## config.mk

```make
export PLATFORM = sky130hd
export DESIGN_NAME = l2_arbiter
export DESIGN_NICKNAME = d
export VERILOG_FILES = /design/src/rtl/l2_arbiter.sv
export SDC_FILE = /design/constraint.sdc
export NUM_CORES = 1
export LEC_CHECK = 0
export BUFFER_PORTS_ARGS = -buffer_cell sky130_fd_sc_hd__clkbuf_2
export CORE_AREA = 5 5 558 560
export DETAILED_ROUTE_END_ITERATION = 6
export DIE_AREA = 0 0 563 565
export PLACE_DENSITY = 0.3
export SETUP_SLACK_MARGIN = 0.5
export SLEW_MARGIN = 20
export SYNTH_ARGS = -nofsm -noshare
export SYNTH_HDL_FRONTEND = slang
export SYNTH_SLANG_ARGS = --single-unit
```

## constraint.sdc

```tcl
create_clock -name clk -period 2.4 [get_ports clk]
set_input_delay 0.24 -clock clk [delete_from_list [all_inputs] [get_ports clk]]
set_output_delay 0.24 -clock clk [all_outputs]
set_load 0.03 [all_outputs]
```

## src/rtl/l2_arbiter.sv

```systemverilog
// l2_arbiter: shares the single unified L2 port between the I-cache and D-cache miss paths.
// Latency: a request seen in IDLE at cycle N drives mem_* at N+1; mem_resp is forwarded with zero added latency.
// Backpressure: one L2 transaction in flight; the loser holds its request; one idle L2 cycle follows every mem_resp.
module l2_arbiter #(
    parameter int ADDR_WIDTH = 32,
    parameter int LINE_WIDTH = 256,
    parameter int FIXED_PRIO = 0
) (
    input  logic                  clk,
    input  logic                  rst_n,
    input  logic [ADDR_WIDTH-1:0] i_address,
    input  logic                  i_read,
    output logic [LINE_WIDTH-1:0] i_rdata,
    output logic                  i_resp,
    input  logic [ADDR_WIDTH-1:0] d_address,
    input  logic                  d_read,
    input  logic                  d_write,
    input  logic [LINE_WIDTH-1:0] d_wdata,
    output logic [LINE_WIDTH-1:0] d_rdata,
    output logic                  d_resp,
    output logic [ADDR_WIDTH-1:0] mem_address,
    output logic                  mem_read,
    output logic                  mem_write,
    output logic [LINE_WIDTH-1:0] mem_wdata,
    input  logic [LINE_WIDTH-1:0] mem_rdata,
    input  logic                  mem_resp,
    output logic [31:0]           i_grant_cnt,
    output logic [31:0]           d_grant_cnt
);

    typedef enum logic [1:0] {IDLE, SERVE_I, SERVE_D} state_t;

    typedef struct packed {
        logic [ADDR_WIDTH-1:0] addr;
        logic                  rd;
        logic                  wr;
        logic [LINE_WIDTH-1:0] wdata;
    } req_t;

    localparam bit D_PRIO = (FIXED_PRIO != 0);

    state_t      state, state_nxt;
    logic        last_grant, last_grant_nxt;
    req_t        lat, lat_nxt;
    logic [31:0] i_cnt, d_cnt;
    logic        req_i, req_d, grant_i, grant_d;
    logic        serving;

    assign req_i = i_read;
    assign req_d = d_read | d_write;

    // On conflict D wins under fixed priority, or when I held the last grant.
    assign grant_d = req_d && (!req_i || D_PRIO || !last_grant);
    assign grant_i = req_i && !grant_d;

    always_comb begin
        state_nxt      = state;
        last_grant_nxt = last_grant;
        lat_nxt        = lat;
        case (state)
            IDLE: begin
                if (grant_d) begin
                    state_nxt      = SERVE_D;
                    last_grant_nxt = 1'b1;
                    lat_nxt.addr   = d_address;
                    // read+write together is illegal and is served as a write
                    lat_nxt.rd     = d_read & ~d_write;
                    lat_nxt.wr     = d_write;
                    lat_nxt.wdata  = d_wdata;
                end else if (grant_i) begin
                    state_nxt      = SERVE_I;
                    last_grant_nxt = 1'b0;
                    lat_nxt.addr   = i_address;
                    lat_nxt.rd     = 1'b1;
                    lat_nxt.wr     = 1'b0;
                    lat_nxt.wdata  = '0;
                end
            end
            SERVE_I, SERVE_D: begin
                if (mem_resp) begin
                    state_nxt = IDLE;
                end
            end
            default: state_nxt = IDLE;
        endcase
    end

    always_ff @(posedge clk or negedge rst_n) begin
        if (!rst_n) begin
            state      <= IDLE;
            last_grant <= 1'b1;
            lat        <= '0;
            i_cnt      <= '0;
            d_cnt      <= '0;
        end else begin
            state      <= state_nxt;
            last_grant <= last_grant_nxt;
            lat        <= lat_nxt;
            if (i_resp) begin
                i_cnt <= i_cnt + 32'd1;
            end
            if (d_resp) begin
                d_cnt <= d_cnt + 32'd1;
            end
        end
    end

    assign serving     = (state != IDLE);
    assign mem_address = lat.addr;
    assign mem_read    = serving & lat.rd;
    assign mem_write   = serving & lat.wr;
    assign mem_wdata   = lat.wdata;

    assign i_resp  = (state == SERVE_I) & mem_resp;
    assign d_resp  = (state == SERVE_D) & mem_resp;
    assign i_rdata = i_resp ? mem_rdata : '0;
    assign d_rdata = d_resp ? mem_rdata : '0;

    assign i_grant_cnt = i_cnt;
    assign d_grant_cnt = d_cnt;

endmodule

```

Word-level counts from Yosys, hierarchy flattened

Cells that the tools add are included.

Bits in registers: 357

$add $sub $neg: 2
Equal/unequal tests: 4
Muxes and demuxes: 10
Bitwise gates (word level): 7
Reductions and logical operators: 12

Operators by type and width:

| kind                    | count |
|---|---|
| $mux W290               | 2 |
| $mux W256               | 2 |
| $add A32 B1 Y32 const B | 2 |
| $mux W2                 | 3 |
| $and A1 B1 Y1           | 5 |
| $pmux W2 S2             | 1 |
| $reduce_and A2 Y1       | 2 |
| $reduce_bool A2 Y1      | 2 |
| $logic_not A1 Y1        | 3 |
| $ne A3 B3 Y1 const B    | 1 |
| $eq A2 B1 Y1 const B    | 1 |
| $eq A2 B2 Y1 const B    | 1 |
| $logic_and A1 B1 Y1     | 2 |
| $logic_not A2 Y1        | 1 |
| $mux W1                 | 2 |
| $ne A2 B2 Y1 const B    | 1 |
| $reduce_or A2 Y1        | 1 |
| $logic_or A1 B1 Y1      | 1 |
| $not A1 Y1              | 1 |
| $or A1 B1 Y1            | 1 |

Logic depth before layout (Yosys ltp)

Gate-level depths: netlist (run 1).

Depth after elaboration: 8
Gate-level depth with buffers: 9

Least setup slack after synthesis (run 1)

No wires, ideal clock.

Path type: register -> register
From: register state[0]
To: register lat (netlist bit mem_wdata[100])
Setup time: 66 ps
Data arrival time: 1,820 ps
Setup slack: 514 ps
Cell stages (with the launch flop): 9
Buffers on the path: 4
Period minus slack after synthesis: 1,886 ps
Path through: dfrtp_1 -> inv_1 -> ha_1 -> clkbuf_1 -> and2_1 -> clkbuf_1 -> clkbuf_1 -> clkbuf_1 -> a22o_1

Longest elaborated chain between the ends: 2

RTL lines:

| element                     | RTL line | source |
|---|---|---|
| start: declaration          | 42       | `state_t state, state_nxt;` |
| start signal: assignment    | 96       | `state <= state_nxt;` |
| $logic_not A2 Y1            | 60       | `case (state)` |
| $reduce_and A2 Y1 (no line) | --       |  |
| end signal: assignment      | 98       | `lat <= lat_nxt;` |
| end: declaration            | 44       | `req_t lat, lat_nxt;` |

No other way between the ends.
A chain may end at the register's enable or synchronous reset.

Worst setup path after layout (run 1)

From: register state[1]
To: output d_rdata[18]

Longest elaborated chain between the ends: 3

RTL lines:

| element          | RTL line | source |
|---|---|---|
| $eq A2 B2 Y1     | 115      | `assign d_resp = (state == SERVE_D) & mem_resp;` |
| $and A1 B1 Y1    | 115      |  |
| $mux W256        | 117      | `assign d_rdata = d_resp ? mem_rdata : '0;` |
| end: declaration | 19       | `output logic [LINE_WIDTH-1:0] d_rdata,` |

No other way between the ends.

==> flow_summary_export.csv, run 1 <==
group,metric,value,unit
run_status,status,"finished, violations left",
run_status,violations,"negative setup slack",
floorplan,die_w,563,µm
place,place_area,31800,µm²
floorplan,start_util,6.37,%
layout,nets,4080,
timing,period_share,108,%
power,comb_power_share,64.4,%
detailed_routing,vias,23700,
timing,fin_skew,0.0379,ns
place,dp.cells,7090,
worst_setup_path,setup.worst_path.start_class,"register",
clock_network,clock-sinks,357,
timing,finalSetupTns,-40.52,ns
worst_setup_path,cp-end-kind,"output port",
global_route,grtUsageTotal,16.1,%
floorplan,core,305000,µm²
clock_network,cts_max_level,2,
power,p_per_area,1060,nW/µm²
floorplan,rows,203,
detailed_routing,routed_wl,279000,µm
place,numPortBuffers,1449,
timing,hold_viol_final,0,
detailed_routing,wl_per_cell,35.9,µm
layout,final_cells,7757,
timing,fin_ws,-0.196,ns
clock_network,numCtsBuffers,48,
layout,fill_cells,34500,
synthesis,syn_inst,1916,
power,p_seq_share,19.9,%
worst_setup_path,required,2.16,ns
power,p_sw,0.0241,W
floorplan,dieHeight,565,µm
place,hpwl,232000,µm
floorplan,io_pins,1450,
layout,drive_gt1_share,65.1,%
timing,slew_violations,0,
floorplan,die_area,318000,µm²
timing,tightest_slew,0.747,ns
detailed_routing,drt_first_iter_violations,1500,
synthesis,syn_nets,2503,
clock_network,cts_tree,"done",
place,place.gp.congestion,0.972,
global_route,grt.overflow.total,0,
worst_setup_path,crit_arrival,2.36,ns
detailed_routing,first_pass_iters,7,
clock_network,root_buffer,"clkbuf_16",
detailed_routing,drt.antenna.violating_nets,0,
power,swShare,49.3,%
timing,fmax,0.385,GHz
clock_network,cts_buffer_depth,3,
synthesis,syn_area_per_cell,10.1,µm²
synthesis,ys_types,41,
worst_setup_path,critical_path_class,"reg2out",
global_route,antenna_found_initial,180,
power,p_int,0.0248,W
job,maxCapViolations,0,
power,clock_power_share,15.7,%
synthesis,ys_ff_latch,357,
clock_network,clk_pin_slew_worst_paths,0.06,ns
global_route,grt_pass1_wl,323000,µm
timing,relSlewSlack,50.2,%
synthesis,mappedNetlistArea,19400,µm²
place,dp_worst_setup_slack,0.200,ns
global_route,grt_max_degree,141,
global_route,grt_pass1_vias,23900,
layout,final_cell_area,45900,µm²
min_path,min_path_type,"in2reg",
timing,grt_setup_unrepaired,"yes",
clock_network,clk_latency,0.68,ns
power,power_leakage,20.5,nW
layout,final_common_cell,"clkbuf_2",
synthesis,seq_area_frac_synth,46.0,%
timing,setup_viol,465,
layout,areaGrowthSynthToFinish,136,%
worst_setup_path,cp_max_fo,8,
synthesis,yosys_warnings,0,
detailed_routing,drc,0,
layout,final_cell_mix,"clkbuf_2, and3_4, dfrtp_1",
power,ir_drop,0.531,mV
detailed_routing,vias_per_cell,3.06,
timing,period_minus_slack,2.60,ns
==> sequential cells by signal (all words and copies together) (netlist names) <==
register and count:
lat 2, mem_wdata 256, last_grant 1, i_grant_cnt 32, state 2, d_grant_cnt 32
mem_address 32
==> cell families after synthesis <==
kind of cell	Yosys count	share of synthesized area, %
adder cells (fa/ha/maj)	5	0.322
AO/OA/AOI/OAI	297	12.7
AND/OR/NAND/NOR	674	21.2
flip-flops	357	46.0
buffers and inverters	488	15.3
XOR/XNOR	62	2.79
multiplexers	33	1.71
==> layer usage <==
metal  vias up  GRT usage, %  share of wire [%]
met5         -             0               0.11
li1       9988             -                  -
met3       371          8.97                 14
met2      1444          27.4                 48
met4        48          6.63                4.6
met1     11900          16.4                 34
==> per-stage QoR <==
step / hold slack [ns] / util, % / total power, W
finish: 0.0728 / 15.0 / 0.0488
global route: 0.0298 / 15.0 / 0.0511
CTS: 0.00884 / 13.5 / 0.0461
detailed placement: 0.231 / 10.4 / 0.0332
global placement: 0.245 / 10.4 / 0.0333
floorplan: -0.0556 / - / 0.0240
==> cell type report <==
class / instances / area, µm² / share of cell area, %
well taps: 4100 / 5130 / 11.2
repair buffers: 2003 / 19600 / 42.8
multi-input cells: 1071 / 10200 / 22.2
inverters: 12 / 48.8 / 0.106
clock inverters: 17 / 297 / 0.645
flip-flops and latches: 357 / 8940 / 19.5
clock buffers: 66 / 1350 / 2.94
diodes: 131 / 328 / 0.714
==> power by group through the flow <==
stage	Clock (W)	Sequential (W)	Combinational, W
after floorplan	0	0.00936	0.0146
after detailed placement	0	0.00980	0.0234
after global routing	0.00821	0.00999	0.0329
after CTS	0.00801	0.00972	0.0284
after global placement	0	0.00979	0.0235
final	0.00764	0.00974	0.0314
==> critical path, stage by stage, from the launching register on <==
cell       delay (ns)
dfrtp_1          0.40
buf_6            0.13
ha_4             0.17
buf_12           0.13
buf_16           0.14
buf_12           0.16
clkbuf_16        0.20
and3_1           0.20
buf_4            0.16
==> synth_stat cells (all sizes together) <==
library cell  number  area share, %
inv               12           0.23
nor3              12           0.39
nand2b             1          0.032
dfrtp            356             46
nand4             26           0.87
ha                 5           0.32
and3             520             17
and2               5           0.16
a32oi              1          0.045
nor2              10           0.19
a32o               1          0.051
clkbuf           142            2.7
or2                1          0.032
o22ai              1          0.032
nor2b              2          0.064
a21oi              1          0.026
o21ai             34           0.88
xor2              18           0.81
a22o             257             12
o21a               1          0.039
nor4              10           0.76
xnor2             44            2.0
nand3             19           0.51
nand2             61            1.2
o31ai              1          0.039
dfstp              1           0.14
or4                2          0.097
mux2               1          0.058
and4               5           0.23
mux2i             32            1.6
buf              334             12
==> path summary, 6_finish.rpt <==
path / start / endpoint / slack, ns / cells after the start
min reg2reg: last_grant / last_grant / 0.46 / 2
min: d_address[14] / mem_address[14] / 0.07 / 3
min in group asynchronous: rst_n / d_grant_cnt[17] / 0.14 / 2
max reg2reg: state[1] / d_grant_cnt[31] / 0.07 / 12
max in group asynchronous: rst_n / mem_wdata[61] / 1.50 / 3
max: state[1] / d_rdata[18] / -0.20 / 8
==> repair_timing <==
action / 4_1_cts / 5_1_grt
pin swaps: 25 / 70
endpoints found under the hold margin: 413 / 2
setup buffers: 37 / 36
gates cloned: 36 / 34
hold buffers: 307 / 3
setup endpoints to repair: 788 / 802
gates resized for setup: 714 / 1368
Power figures use the tool's default switching activity.
==> run 2, diff against run 1 <==
--- a/config.mk
+++ b/config.mk
@@ -5,11 +5,12 @@
 export SDC_FILE = /design/constraint.sdc
 export NUM_CORES = 1
 export LEC_CHECK = 0
-export BUFFER_PORTS_ARGS = -buffer_cell sky130_fd_sc_hd__clkbuf_2
+export BUFFER_PORTS_ARGS = -buffer_cell sky130_fd_sc_hd__buf_4
 export CORE_AREA = 5 5 558 560
 export DETAILED_ROUTE_END_ITERATION = 6
 export DIE_AREA = 0 0 563 565
 export PLACE_DENSITY = 0.3
+export REMOVE_ABC_BUFFERS = 1
 export SETUP_SLACK_MARGIN = 0.5
 export SLEW_MARGIN = 20
 export SYNTH_ARGS = -nofsm -noshare
==> flow_summary_export.csv, run 2 (synthesis gave the netlist of run 1 again) <==
group,metric,value,unit
timing,slew_violations,0,
worst_setup_path,crit_arrival,2.28,ns
timing,setup_viol,273,
place,hpwl,215000,µm
global_route,grt_pass1_wl,301000,µm
floorplan,die_area,318000,µm²
timing,fin_skew,0.0236,ns
global_route,grt_pass1_vias,23800,
worst_setup_path,startpoint,"state[0]",
power,ir_drop,0.459,mV
global_route,grt.overflow.total,0,
run_status,violations,"negative setup slack",
clock_network,clk_latency,0.64,ns
detailed_routing,first_pass_iters,5,
run_status,status,"finished, violations left",
place,numPortBuffers,1449,
min_path,min_path_type,"in2reg",
timing,tightest_slew,0.925,ns
global_route,grtUsageTotal,14.8,%
min_path,hold_depth,3,
timing,hold_viol_final,0,
floorplan,start_util,6.37,%
timing,fmax,0.397,GHz
timing,relSlewSlack,38.1,%
worst_setup_path,critical_path_class,"reg2out",
layout,final_common_cell,"buf_4",
min_path,hold_start,"i_address[5]",
timing,fin_ws,-0.120,ns
power,swShare,48.4,%
timing,grt_setup_unrepaired,"yes",
layout,post-route-util,14.3,%
worst_setup_path,cp-end-kind,"output port",
power,p_sw,0.0228,W
timing,period_share,105,%
detailed_routing,wl_per_cell,33.1,µm
layout,nets,4016,
layout,areaGrowthSynthToFinish,124,%
layout,final_cell_mix,"buf_4, dfrtp_1, dlygate4sd3_1",
floorplan,rows,203,
layout,regArea,8940,µm²
layout,drive_gt1_share,57.6,%
clock_network,clk_pin_slew_worst_paths,0.06,ns
detailed_routing,drt_first_iter_violations,1385,
worst_setup_path,reg2reg_from,"state[0]",
worst_setup_path,rr_worst_depth,9,
layout,multi_input_area,8960,µm²
timing,period_minus_slack,2.52,ns
clock_network,cts_buffer_depth,3,
layout,fill_cells,34800,
power,p_int,0.0243,W
timing,finalSetupTns,-14.87,ns
power,total_power,0.0471,W
layout,largest_reg_flops,256,
detailed_routing,drc,0,
clock_network,numCtsBuffers,49,
detailed_routing,drt.antenna.violating_nets,0,
global_route,grt_max_degree,151,
job,maxCapViolations,0,
detailed_routing,vias_per_cell,3.01,
power,clock_power_share,16.6,%
power,power_leakage,20.3,nW
clock_network,cts_tree,"done",
global_route,antenna_found_initial,192,
floorplan,io_pins,1450,
floorplan,core,305000,µm²
worst_setup_path,setup.worst_path.start_class,"register",
power,p_per_area,1080,nW/µm²
worst_setup_path,cp_max_fo,23,
worst_setup_path,required,2.16,ns
power,p_seq_share,20.6,%
floorplan,dieHeight,565,µm
power,comb_power_share,62.9,%
clock_network,clock-sinks,357,
place,dp_worst_setup_slack,0.193,ns
floorplan,die_w,563,µm
clock_network,root_buffer,"clkbuf_16",
clock_network,cts_max_level,2,
detailed_routing,routed_wl,252000,µm
place,place.gp.congestion,0.882,
detailed_routing,vias,22900,
[run 2: final cells by class]
class	count	share of cell area, %
diodes	47	0.270
well taps	4100	11.8
flip-flops and latches	357	20.5
repair buffers	1938	43.1
clock buffers	66	3.14
clock inverters	18	0.602
inverters	12	0.115
multi-input cells	1071	20.5
[run 2: worst paths after layout]
path | end | slack (ns)
worst max register to register | d_grant_cnt[22] | 0.09
max in group asynchronous | i_grant_cnt[4] | 1.28
worst min-delay path | mem_address[5] | 0.05
min in group asynchronous | mem_wdata[135] | 0.10
worst min register to register | last_grant | 0.46
worst max-delay path | i_rdata[221] | -0.12
[run 2: repair_timing]
| action | 4_1_cts | 5_1_grt |
|---|---|---|
| endpoints found under the setup margin | 847 | 854 |
| resized for setup | 435 | 417 |
| gates cloned | 26 | 22 |
| hold buffers | 318 | 0 |
| hold endpoints to repair | 347 | 0 |
| pin swaps | 11 | 6 |
| buffers inserted | 31 | 14 |
[run 2: worst max-delay path, cell delays in order, from the launching register on]
cell and delay, ns:
dfrtp_2 0.42, buf_6 0.12, ha_4 0.17, buf_12 0.14, buf_16 0.16, buf_12 0.15
buf_16 0.15, and3_1 0.16, buf_6 0.14
[run 2: stage by stage]
stage / hold slack [ns] / cell area, µm² / cells
floorplan: -0.0556 / 16500 / 1440
global placement: 0.204 / 33400 / 7067
detailed placement: 0.220 / 33400 / 7067
CTS: 0.0108 / 41100 / 7526
global route: 0.0340 / 43500 / 7572
finish: 0.0534 / 43600 / 7609
[run 2: metal layers]
layer / wire length, µm / share of wire, % / global-route usage, % / vias up
li1: - / - / - / 9736
met1: 103000 / 41 / 18.3 / 11300
met4: 6250 / 2.5 / 2.78 / 40
met2: 103000 / 41 / 21.3 / 1492
met5: 312 / 0.12 / 0 / -
met3: 39000 / 15 / 9.70 / 361
[run 2: power by group through the flow]
stage | clock network, W | logic, W | registers, W
final | 0.00781 | 0.0296 | 0.00970
after global routing | 0.00834 | 0.0315 | 0.00997
after detailed placement | 0 | 0.0246 | 0.00973
after global placement | 0 | 0.0246 | 0.00976
after floorplan | 0 | 0.00569 | 0.0121
after CTS | 0.00821 | 0.0284 | 0.00971
